<file path="src/rtl/snake_pkg.sv">
// snake_pkg: shared types and constants for the snake game blocks.
//   game_state_t  : encoded game FSM state (IDLE=0 .. WIN=4)
//   POINTS_W      : width of the score bus shared with the scoreboard
//   DEF_MAX_SCORE : default winning score, shared with the scoreboard
package snake_pkg;

    typedef enum logic [2:0] {
        ST_IDLE  = 3'd0,
        ST_PLAY  = 3'd1,
        ST_PAUSE = 3'd2,
        ST_OVER  = 3'd3,
        ST_WIN   = 3'd4
    } game_state_t;

    localparam int POINTS_W      = 6;
    localparam int DEF_MAX_SCORE = 16;

endpackage

</file>
<file path="src/rtl/snake_move_tick.sv">
// snake_move_tick: programmable-period tick generator for snake movement.
//   clk, rst (async, active-low)
//   enable : count this cycle; counter holds when low
//   clear  : restart the count from zero (wins over enable)
//   period : tick period in clk cycles (>= 2)
//   tick   : one-cycle pulse each time the count reaches period-1
module snake_move_tick #(
    parameter int CNT_W = 25,
    parameter int PER_W = 25
) (
    input  logic             clk,
    input  logic             rst,
    input  logic             enable,
    input  logic             clear,
    input  logic [PER_W-1:0] period,
    output logic             tick
);

    logic [CNT_W-1:0] cnt;
    logic             fire;

    // >= rather than == so a period that shrinks below the current count fires at once
    assign fire = PER_W'(cnt) >= period - PER_W'(1);

    always_ff @(posedge clk or negedge rst) begin
        if (!rst) begin
            cnt  <= '0;
            tick <= 1'b0;
        end else if (clear) begin
            cnt  <= '0;
            tick <= 1'b0;
        end else if (enable) begin
            tick <= fire;
            cnt  <= fire ? '0 : cnt + CNT_W'(1);
        end else begin
            tick <= 1'b0;
        end
    end

endmodule

</file>
<file path="src/rtl/snake_game_ctrl.sv">
// snake_game_ctrl: game sequencer (IDLE/PLAY/PAUSE/OVER/WIN), score keeping and move tick.
//   clk, rst (async, active-low)
//   start_btn, pause_btn : debounced button levels
//   eat, crash           : one-cycle pulses from the collision controller
//   points, high_score   : current and best score
//   game_state           : encoded FSM state
//   move_tick            : one-cycle pulse, advance snake
//   score_clear          : one-cycle pulse at game start, clears the scoreboard
//   game_over, win       : high while in OVER / WIN
module snake_game_ctrl
    import snake_pkg::*;
#(
    parameter int MAX_SCORE = DEF_MAX_SCORE,
    parameter int TICK_BASE = 25000000,
    parameter int TICK_STEP = 1000000,
    parameter int TICK_MIN  = 5000000
) (
    input  logic                clk,
    input  logic                rst,
    input  logic                start_btn,
    input  logic                pause_btn,
    input  logic                eat,
    input  logic                crash,
    output logic [POINTS_W-1:0] points,
    output logic [POINTS_W-1:0] high_score,
    output logic [2:0]          game_state,
    output logic                move_tick,
    output logic                score_clear,
    output logic                game_over,
    output logic                win
);

    localparam int CNT_W = $clog2(TICK_BASE);
    localparam int PER_W = $clog2(TICK_BASE + 1);
    localparam logic [POINTS_W-1:0] MAX_P = POINTS_W'(MAX_SCORE);

    game_state_t         state, next;
    logic                start_q, pause_q, start_edge, pause_edge;
    logic                clear;
    logic [POINTS_W-1:0] points_next;
    logic [31:0]         drop;
    logic [PER_W-1:0]    period;

    assign start_edge = start_btn & ~start_q;
    assign pause_edge = pause_btn & ~pause_q;
    assign game_state = state;

    // compare before subtracting so a large score cannot underflow the period
    assign drop   = 32'(points) * 32'(TICK_STEP);
    assign period = (drop >= 32'(TICK_BASE - TICK_MIN)) ? PER_W'(TICK_MIN)
                                                         : PER_W'(32'(TICK_BASE) - drop);

    always_comb begin
        next        = state;
        points_next = points;
        clear       = 1'b0;
        case (state)
            ST_IDLE: if (start_edge) begin
                next        = ST_PLAY;
                points_next = '0;
                clear       = 1'b1;
            end
            ST_PLAY: if (crash) begin
                next = ST_OVER;
            end else begin
                if (eat) points_next = (points >= MAX_P) ? MAX_P : points + POINTS_W'(1);
                if (eat && points_next == MAX_P) next = ST_WIN;
                else if (pause_edge)             next = ST_PAUSE;
            end
            ST_PAUSE: if (pause_edge) next = ST_PLAY;
            ST_OVER, ST_WIN: if (start_edge) next = ST_IDLE;
            default: next = ST_IDLE;
        endcase
    end

    always_ff @(posedge clk or negedge rst) begin
        if (!rst) begin
            state       <= ST_IDLE;
            start_q     <= 1'b0;
            pause_q     <= 1'b0;
            points      <= '0;
            high_score  <= '0;
            score_clear <= 1'b0;
            game_over   <= 1'b0;
            win         <= 1'b0;
        end else begin
            state       <= next;
            start_q     <= start_btn;
            pause_q     <= pause_btn;
            points      <= points_next;
            score_clear <= clear;
            game_over   <= (next == ST_OVER);
            win         <= (next == ST_WIN);
            if (state == ST_PLAY && (next == ST_OVER || next == ST_WIN) && points_next > high_score)
                high_score <= points_next;
        end
    end

    // counting only while PLAY continues keeps the last PLAY cycle from leaking a tick
    // into OVER/WIN/PAUSE, and leaves the count frozen across a pause
    snake_move_tick #(
        .CNT_W (CNT_W),
        .PER_W (PER_W)
    ) u_tick (
        .clk    (clk),
        .rst    (rst),
        .enable (state == ST_PLAY && next == ST_PLAY),
        .clear  (clear),
        .period (period),
        .tick   (move_tick)
    );

endmodule

</file>
<file path="config.mk">
export PLATFORM = sky130hd
export DESIGN_NAME = snake_game_ctrl
export DESIGN_NICKNAME = d
export VERILOG_FILES = /design/src/rtl/snake_pkg.sv /design/src/rtl/snake_move_tick.sv /design/src/rtl/snake_game_ctrl.sv
export SDC_FILE = /design/constraint.sdc
export NUM_CORES = 1
export LEC_CHECK = 0
export BUFFER_PORTS_ARGS = -buffer_cell sky130_fd_sc_hd__clkbuf_2
export CAP_MARGIN = 20
export CORE_MARGIN = 3
export CORE_UTILIZATION = 55
export DETAILED_ROUTE_END_ITERATION = 10
export PLACE_DENSITY = 0.73
export RECOVER_POWER = 100
export SYNTH_ARGS = -nofsm -noshare
export SYNTH_HDL_FRONTEND = slang
export SYNTH_SLANG_ARGS = --single-unit
</file>
<file path="constraint.sdc">
create_clock -name clk -period 21 [get_ports clk]
set_clock_uncertainty 0.1 [all_clocks]
set_input_delay 2.1 -clock clk [delete_from_list [all_inputs] [get_ports clk]]
set_output_delay 2.1 -clock clk [all_outputs]
set_load 0.05 [all_outputs]
</file>
==> reports/qor.yml <==
outcome: "finished, violations left"
violations: "capacitance limit, slew limit"
synth_ff_type: "dfrtp_1"
use_met2: 0.369
fin_tns_setup_ps: 0
synth_area_per_cell_sq_um: 8.79
ys_seq_elements: 46
peakVddDrop_uv: 76.3
tightest_slew_ps: 2780
setup_viol: 0
slowest_stage: "o31ai_1"
switching_share: 0.491
n_fill_cell: 790
cts.sinks: 46
cp-end-kind: "flop"
synthCells: 596
dr.first_iter.drc_count: 259
rows: 34
hpwlAfterDp_mm: 8.95
grt_max_degree: 47
die_h_microns: 104
worstHoldPathCells: 1
worst_setup_path_start_kind: "flop"
ctsResizeCount: 0
ant_nets: 0
clk_pin_slew_ps: 90
criticalPathCategory: "reg2reg"
fmax_ghz: 0.0922
fin_nets: 695
grt_pass1_vias: 4305
finalCriticalPeriod_ps: 10850
finalWirelength_mm: 11.4
antenna_found_initial: 0
start_util: 0.583
boundaryPins: 25
drv_cap: 2
yosysTopAreaCell: "dfrtp_1"
yosysTopAreaCellShare: 0.220
leakagePower_nw: 2.55
ys_types: 87
root_buffer: "clkbuf_8"
syn-num-nets: 677
multi_input_area_sq_mm: 0.00380
numCtsBuffers: 5
grt-ovfl-total: 0
hold_buffers: 0
io_buffers: 24
layout_commonest_cell: "ha_1"
p_comb_frac: 0.646
cts_buffer_depth: 2
post-cts-setup-buffer-count: 0
wl_per_cell_microns: 15.4
worstPathArrival_ps: 10820
total_power_uw: 518
synth_warnings: 0
synthesis.area_sq_mm: 0.00524
ys_seq_area_frac: 0.220
worstRegToRegCells: 30
die_w_microns: 104
pwr-share-seq: 0.225
rsz0062_at_grt: "no"
synth_edf_count: 0
area_growth_pct: 5.02
p_sw_uw: 254
via_per_inst: 5.90
maxSlewViolCount: 74
diodes: 0
grt_busiest_layer: "met2"
power.density_mw_per_mm2: 94.2
grt_use_met1: 0.297
final_util: 0.613
report.final.hold_viol_count: 0
postPlaceCellArea_sq_mm: 0.00546
dr.pass1.iters: 5
seqCellArea_sq_mm: 0.00115
post-route-drc-count: 0
required_ps: 20970
grtUsageTotal: 0.218
final_area_sq_mm: 0.00550
cts_tree: "built"
use_met3: 0.0354
drive_gt1_frac: 0.102
die_area_sq_mm: 0.0107
synthTopCellsByArea: "dfrtp_1 (22%), ha_1 (16%), xnor2_1 (4.0%), fa_1 (3.8%), nand2_1 (3.4%)"
num_vias: 4373
place_congestion: 0.906
cts_max_level: 2
synth_async_sr_flop_share: 1.00
worst_path_most_repeated_cell: "ha_1"
clk_latency_ps: 300
layoutNonFillerInstCount: 741
relSlewSlack: -0.869
coreArea_sq_mm: 0.00898
grt_pass1_wl_mm: 20.2
slowest_delay_ps: 2160
crit_fanout: 26
clock_power_share: 0.129
dpl.cell_count: 733
layout_common_cells: "ha_1 (65), nand2_1 (48), inv_1 (47)"
fin_crit_sh: 0.516
p_int_uw: 264
hp-class: "reg2reg"
[path summary, 6_finish.rpt]
check                               from        endpoint  slack [ps]
max                            points[2]  u_tick.cnt[20]       10150
min                        u_tick.cnt[5]   u_tick.cnt[5]         410
max reg2reg                    points[2]  u_tick.cnt[20]       10150
min reg2reg                u_tick.cnt[5]   u_tick.cnt[5]         410
max in group asynchronous            rst  u_tick.cnt[10]       16920
min in group asynchronous            rst  u_tick.cnt[17]        2510
[metal layers]
| layer | wire length [microns] | part of all wire |
|---|---|---|
| met5 | 0 | 0 |
| met4 | 153 | 0.013 |
| met3 | 534 | 0.047 |
| met2 | 5430 | 0.47 |
| met1 | 5320 | 0.47 |
[logic make-up (layout without fill, tap and decap cells)]
logic type                 count (synthesis)  count (layout)  share of synthesized area
AOI/OAI and AO/OA                        131             131                      0.181
xor gates and xnor gates                  51              51                     0.0989
adders and majority gates                 76              76                      0.195
buffers and inverters                     62              81                     0.0480
DFF                                       46              46                      0.220
muxes                                      9               9                     0.0189
and+or+nand+nor                          221             221                      0.238
[power by group through the flow]
stage | Clock (mW) | Sequential [mW] | Combinational (mW)
3_3_place_gp | 0 | 0.118 | 0.328
2_1_floorplan | 0 | 0.130 | 0.253
4_1_cts | 0.0687 | 0.116 | 0.337
3_5_place_dp | 0 | 0.118 | 0.334
5_1_grt | 0.0729 | 0.119 | 0.373
6_report | 0.0666 | 0.117 | 0.335
[Yosys cell counts, drive strengths merged, types with 8 or more instances]
cell   instances
buf            8
nand3         24
nor2b         14
xor2          22
and2          13
o21ai         36
nor2          43
xnor2         29
nand2         48
o31ai         12
and3          11
inv           47
dfrtp         46
nand4         13
ha            65
nor3          12
fa            10
a21oi         25
[state kept, by name, summed over array words and instances (netlist names)]
name / cells
game_over: 1
points: 6
u_tick.cnt: 25
start_q: 1
win: 1
u_tick.tick: 1
pause_q: 1
game_state: 3
score_clear: 1
high_score: 6
[metrics by stage]
stage	worst slack, ps	hold WS (ps)
floorplan	13050	359
global placement	12380	389
detailed placement	12090	400
CTS	12040	415
global route	9150	443
finish	10150	412
[area by class of cell]
type                    count  area share
multi-input cells         488       0.690
well taps                 126      0.0287
repair buffers             26      0.0191
clock inverters             3     0.00796
flip-flops and latches     46       0.209
inverters                  47      0.0321
clock buffers               5      0.0125
[worst max-delay path, delay by kind of cell (launching register included)]
kind            cells  cell delay [ps]
compound gates      9             4150
xor+xnor            2              250
fa+ha+maj           6             2310
buf+inv             3              360
flops               1              710
simple gates       10             2700
No activity file was read; power rests on OpenSTA's default activity.
